===== src/rtl/lsu_mem_pkg.sv =====
// Shared types for the load/store controller: access size, FSM state and per-size geometry.
// Ports: none (package).
// size_info() maps an access size to its byte count and the SRAM store byte mask.
package lsu_mem_pkg;

  typedef enum logic [1:0] {
    SZ_B = 2'd0,
    SZ_H = 2'd1,
    SZ_W = 2'd2,
    SZ_X = 2'd3
  } size_e;

  typedef enum logic [1:0] {
    IDLE = 2'd0,
    WR   = 2'd1,
    RD   = 2'd2,
    RESP = 2'd3
  } state_e;

  typedef struct packed {
    logic [2:0] nbytes;
    logic [3:0] wmask;
  } size_info_t;

  // Illegal size reports zero bytes; callers flag it as an error before use.
  function automatic size_info_t size_info(input size_e sz);
    size_info_t info;
    case (sz)
      SZ_B:    begin info.nbytes = 3'd1; info.wmask = 4'b0001; end
      SZ_H:    begin info.nbytes = 3'd2; info.wmask = 4'b0011; end
      SZ_W:    begin info.nbytes = 3'd4; info.wmask = 4'b1111; end
      default: begin info.nbytes = 3'd0; info.wmask = 4'b0000; end
    endcase
    return info;
  endfunction

endpackage


===== src/rtl/lsu_load_ext.sv =====
// Combinational load extension: little-endian raw bytes -> 32-bit sign/zero-extended result.
// Ports: raw (assembled bytes), size (byte/half/word), is_unsigned (zero-extend), result.
// Bytes above the access size are ignored.
module lsu_load_ext
  import lsu_mem_pkg::*;
(
  input  logic [31:0] raw,
  input  logic [1:0]  size,
  input  logic        is_unsigned,
  output logic [31:0] result
);

  always_comb begin
    result = raw;
    case (size_e'(size))
      SZ_B:    result = {{24{~is_unsigned & raw[7]}},  raw[7:0]};
      SZ_H:    result = {{16{~is_unsigned & raw[15]}}, raw[15:0]};
      default: result = raw;
    endcase
  end

endmodule


===== src/rtl/lsu_mem_ctrl.sv =====
// Load/store controller driving a byte-entry SRAM: masked stores, byte-serial loads.
// Ports: req_* (CPU request, valid/ready), rsp_* (response, valid/ready), sram_* (macro pins).
// Out-of-range or illegal-size requests answer with rsp_err and never touch the SRAM pins.
module lsu_mem_ctrl #(
  parameter int ADDR_WIDTH = 13,
  parameter int DATA_WIDTH = 32,
  parameter int NUM_WMASKS = 4,
  parameter int RAM_DEPTH  = 1 << ADDR_WIDTH
) (
  input  logic                  clk,
  input  logic                  rst,
  input  logic                  req_valid,
  output logic                  req_ready,
  input  logic                  req_we,
  input  logic [1:0]            req_size,
  input  logic                  req_unsigned,
  input  logic [ADDR_WIDTH-1:0] req_addr,
  input  logic [DATA_WIDTH-1:0] req_wdata,
  output logic                  rsp_valid,
  input  logic                  rsp_ready,
  output logic [DATA_WIDTH-1:0] rsp_rdata,
  output logic                  rsp_err,
  output logic                  sram_csb,
  output logic                  sram_web,
  output logic [NUM_WMASKS-1:0] sram_wmask,
  output logic [ADDR_WIDTH-1:0] sram_addr,
  output logic [DATA_WIDTH-1:0] sram_din,
  input  logic [DATA_WIDTH-1:0] sram_dout
);
  import lsu_mem_pkg::*;

  state_e                state, state_nxt;
  logic [1:0]            k;
  logic [ADDR_WIDTH-1:0] addr_q;
  size_e                 size_q;
  logic                  uns_q;
  logic [31:0]           raw_q, raw_nxt, ext_out;
  size_info_t            req_info, cur_info;
  logic [ADDR_WIDTH:0]   req_end;
  logic                  req_err, accept, last_wr, last_rd;

  // Only the low byte of each read is meaningful on a byte-entry macro.
  logic unused_bits;
  assign unused_bits = ^{sram_dout[DATA_WIDTH-1:8], cur_info.wmask};

  always_comb begin
    req_info  = size_info(size_e'(req_size));
    cur_info  = size_info(size_q);
    // One extra bit so an access running past the top is caught instead of wrapping.
    req_end   = {1'b0, req_addr} + (ADDR_WIDTH+1)'(req_info.nbytes) - (ADDR_WIDTH+1)'(1);
    req_err   = (req_size == 2'd3) || (req_end > (ADDR_WIDTH+1)'(RAM_DEPTH - 1));
    req_ready = (state == IDLE) && !rst;
    accept    = req_valid && req_ready;
    rsp_valid = (state == RESP);
    // The store pins are held for two cycles to cover the macro's input register.
    last_wr   = (k == 2'd1);
    last_rd   = ({1'b0, k} == cur_info.nbytes - 3'd1);
  end

  always_ff @(posedge clk) begin
    if (rst) state <= IDLE;
    else     state <= state_nxt;
  end

  always_comb begin
    state_nxt = state;
    case (state)
      IDLE:    if (accept)    state_nxt = req_err ? RESP : (req_we ? WR : RD);
      WR:      if (last_wr)   state_nxt = RESP;
      RD:      if (last_rd)   state_nxt = RESP;
      RESP:    if (rsp_ready) state_nxt = IDLE;
      default:                state_nxt = IDLE;
    endcase
  end

  // Byte k arriving this cycle merged in, so the final byte feeds the extender directly.
  always_comb begin
    raw_nxt = raw_q;
    raw_nxt[{k, 3'b000} +: 8] = sram_dout[7:0];
  end

  lsu_load_ext u_ext (
    .raw         (raw_nxt),
    .size        (size_q),
    .is_unsigned (uns_q),
    .result      (ext_out)
  );

  // SRAM pins are registered: they are set up on the edge that enters WR/RD.
  always_ff @(posedge clk) begin
    if (rst) begin
      k          <= 2'd0;
      addr_q     <= '0;
      size_q     <= SZ_B;
      uns_q      <= 1'b0;
      raw_q      <= '0;
      rsp_rdata  <= '0;
      rsp_err    <= 1'b0;
      sram_csb   <= 1'b1;
      sram_web   <= 1'b0;
      sram_wmask <= '0;
      sram_addr  <= '0;
      sram_din   <= '0;
    end else begin
      case (state)
        IDLE: if (accept) begin
          addr_q    <= req_addr;
          size_q    <= size_e'(req_size);
          uns_q     <= req_unsigned;
          k         <= 2'd0;
          raw_q     <= '0;
          rsp_rdata <= '0;
          rsp_err   <= req_err;
          if (!req_err) begin
            sram_csb   <= 1'b0;
            sram_web   <= req_we;
            sram_wmask <= req_we ? NUM_WMASKS'(req_info.wmask) : '0;
            sram_addr  <= req_addr;
            if (req_we) sram_din <= req_wdata;
          end
        end
        WR: begin
          if (last_wr) begin
            k          <= 2'd0;
            sram_csb   <= 1'b1;
            sram_web   <= 1'b0;
            sram_wmask <= '0;
          end else begin
            k <= k + 2'd1;
          end
        end
        RD: begin
          raw_q <= raw_nxt;
          if (last_rd) begin
            k         <= 2'd0;
            rsp_rdata <= DATA_WIDTH'(ext_out);
            sram_csb  <= 1'b1;
          end else begin
            k         <= k + 2'd1;
            sram_addr <= addr_q + ADDR_WIDTH'(k) + ADDR_WIDTH'(1);
          end
        end
        default: ;
      endcase
    end
  end

endmodule


===== config.mk =====
export PLATFORM = sky130hd
export DESIGN_NAME = lsu_mem_ctrl
export DESIGN_NICKNAME = d
export VERILOG_FILES = /design/src/rtl/lsu_mem_pkg.sv /design/src/rtl/lsu_load_ext.sv /design/src/rtl/lsu_mem_ctrl.sv
export SDC_FILE = /design/constraint.sdc
export NUM_CORES = 1
export LEC_CHECK = 0
export CAP_MARGIN = 5
export CORE_MARGIN = 1.5
export CORE_UTILIZATION = 25
export CTS_CLUSTER_DIAMETER = 100
export DETAILED_ROUTE_END_ITERATION = 8
export GPL_TIMING_DRIVEN = 0
export PLACE_DENSITY_LB_ADDON = 0.15
export SLEW_MARGIN = 25
export SYNTH_ARGS = -nofsm -noshare
export SYNTH_HDL_FRONTEND = slang
export SYNTH_SLANG_ARGS = --single-unit

===== constraint.sdc =====
create_clock -name clk -period 4.4 [get_ports clk]
set_clock_uncertainty 0.1 [all_clocks]
set_input_delay 0.44 -clock clk [delete_from_list [all_inputs] [get_ports clk]]
set_output_delay 0.44 -clock clk [all_outputs]
set_load 0.005 [all_outputs]

==> metrics.txt <==
reg2reg end rsp_rdata[20]; Async S/R FF share, synth 0; H-Tree Depth 4; vias per inst 4.589; total gr overflow 0; post-synthesis sequential area ratio 0.3913; Distinct cells, synth 70; cts bufs inserted 17; Remaining DRCs 0; Arrival @ worst endpoint 3990 ps; PwrDens 439.2 nW/um2; post_cts resized 0; Num Clock Sinks 135; Initial Util 0.2556; first-pass GRT wire length 33370 um; Final nets 1061; clk slew on worst S/H paths 60 ps; wirelength, routed 20870 um; slew margin rel. 0.3465; Setup Crit Path Kind in -> reg; antenna viol nets, final 0; Min-Delay Path Class in -> reg; final hold vios 0; CP max FO 10; vias in the first global route 5928; RSZ-0062 raised after global routing no; port bufs 145; die width 169.2 um; worst hold start rst; root buffer cell clkbuf_16; Max-cap violations 0; Warnings, synthesis 0; CP Data Required Time 4610 ps; global placement routability congestion 0.7501; Pleak 0.003457 uW; placement row count 60; hold_ws 303.3 ps; Via Count 5952; post-DP HPWL 15830 um; GR Util All Layers 0.1509; largest net degree at the start of global routing 17; Slew @ Worst Pin 977.8 ps; syn avg cell area 8.866 um2; Post-synth EDFFs 0; Worst setup SP type input pin; Pre-antenna DRT Iters 4; fin. max-slew vios 0; post-synthesis xor/xnor area fraction 0.01395; endpoint type of the worst setup path flip-flop; FF-to-FF setup slack 1660 ps; Die ar. 28630 um2; syn_nets 897; Max VDD drop 0.2175 mV; Placement Setup Slack 160.5 ps; First DRT Iteration DRCs 301; worst hold endpoint sram_din[1]; Die Height 169.2 um; drt wl/cell 16.09 um; R2R cell count 9; largest family of logic cells by synthesized area simple AND/OR/NAND/NOR gates; largest cells by area after synthesis dfxtp_1 (39%), a21oi_1 (5.8%), ha_1 (5.6%); #FFs+latches synth 135; CTS tree yes; Post-Synthesis Cell Area 6907 um2; status finished, final reports clean; cts hold-fix bufs 0; fin worst setup slack 617.6 ps; share of cells above drive strength 1 0.1287; # Post-CTS Setup Buffers 0; Layout area overhead 35.91%; Post-Synthesis Cells 779; R2R Path Start k[1]; Final Setup Violations 0; diode count 0; Post-Synth Adder-Cell Area 0.06196; ys flop type dfxtp_1; Tcrit/Tclk final 0.8596; final critical-path required period 3782 ps; Fmax 264.4 MHz; Skew-Pair Late Insertion Delay 420 ps; Synth Area in Compound Gates 0.1859; initial antenna violation count 0; Yosys top cell area share 0.3913; mux cell area share after synthesis 0.06286; post-synthesis simple-gate area fraction 0.2232; setup TNS 0 ps; hold path depth 3; # IOs 171; Yosys top cell by area dfxtp_1; Max Buffers Root-to-Sink 2; CORE AREA 27030 um2
## synth_stat cells (all sizes together), types with 2 or more instances
master and n:
o31ai 2, nor4 2, nor2b 57, clkbuf 26, a22oi 37, nand2 83
dlygate4sd3 2, buf 15, or3 4, dfxtp 135, or2b 4, nand2b 16
and2 3, fa 2, ha 31, o2111ai 15, nand3b 14, inv 37
nand4 6, mux2i 7, nand3 11, a21oi 83, nor3 4, and2b 8
o21ai 46, a21o 2, and4 3, xnor2 4, and3 2, a32o 3
xor2 7, nor2 58, mux2 32, o211ai 3
## where the power goes
group          internal (uW)  switching, uW  leakage [uW]
Sequential              1350           94.4       0.00109
Combinational            519            683       0.00208
Clock                    865            609      0.000288
Total                   2740           1390       0.00346
## routing by layer
metal | track usage | wire length [um] | share of wire
met3 | 0.05224 | 1436 | 0.069
met2 | 0.2321 | 9088 | 0.44
met4 | 0.04463 | 255 | 0.012
met1 | 0.1987 | 10090 | 0.48
met5 | 0 | 0 | 0
## area by class of cell
type / instances / area [um2]
Timing Repair Buffer: 145 / 1451
Buffer: 44 / 281.5
Tap cell: 341 / 426.7
Inverter: 37 / 138.9
Fill cell: 2838 / 17640
Multi-Input combinational cell: 563 / 3784
Clock buffer: 18 / 439.2
Clock inverter: 14 / 162.7
Sequential cell: 135 / 2703
## flip-flops by register name (all words and copies together), names as in the netlist
name,cells
addr_q,13
k,2
raw_q,32
rsp_err,1
rsp_rdata,32
size_q,2
sram_addr,13
sram_csb,1
sram_din,32
sram_web,1
sram_wmask,3
state,2
uns_q,1
## worst max path at each step
| stage | slack [ps] | cells past startpoint | start | to |
|---|---|---|---|---|
| finish | 620 | 16 | req_size[1] | sram_din[5] |
| global placement | 150 | 16 | req_size[1] | sram_din[5] |
| detailed placement | 160 | 16 | req_size[1] | sram_din[5] |
| CTS | 600 | 16 | req_size[1] | sram_din[10] |
| global route | 370 | 16 | req_size[1] | sram_din[24] |
| floorplan | 1190 | 15 | req_size[1] | sram_din[10] |
## layout by cell type, fill, tap and decap left out, types with 10 or more instances in the layout
| cell type | count |
|---|---|
| a21oi_1 | 80 |
| a22oi_1 | 27 |
| a22oi_2 | 10 |
| clkbuf_1 | 24 |
| clkbuf_16 | 17 |
| clkdlybuf4s50_1 | 145 |
| dfxtp_1 | 135 |
| ha_1 | 31 |
| inv_1 | 36 |
| mux2_2 | 32 |
| nand2_1 | 83 |
| nand2b_1 | 14 |
| nand3_1 | 10 |
| nand3b_1 | 14 |
| nor2_1 | 46 |
| nor2_2 | 11 |
| nor2b_1 | 57 |
| o2111ai_1 | 15 |
| o21ai_0 | 32 |
| o21ai_1 | 12 |
## logic make-up (layout without fill, tap and decap cells)
kind of cell               Yosys count  count (layout)
and+or+nand+nor                    282             282
AOI/OAI and AO/OA                  198             198
DFF                                135             135
buffers and inverters               81             258
muxes                               39              39
adders and majority gates           33              33
xor gates and xnor gates            11              11
## per-stage QoR
step | utilization | instances | total power, uW | instance area (um2)
after floorplan | - | 779 | 2181 | 6907
after global placement | 0.3250 | 1265 | 2684 | 8785
after detailed placement | 0.3250 | 1265 | 2685 | 8785
after CTS | 0.3473 | 1297 | 4189 | 9387
after global routing | 0.3473 | 1297 | 4366 | 9387
final | 0.3473 | 1297 | 4123 | 9387
## critical path: stages
cell and delay, ps:
clkdlybuf4s50_1 510, inv_1 110, ha_1 190, inv_1 50, ha_1 210, inv_1 60
ha_1 130, inv_1 50, fa_1 360, nand3b_1 160, a21oi_1 270, o21ai_0 140
nand2_1 230, mux2i_2 520, buf_6 230, mux2_2 340
Power figures use the tool's default switching activity.
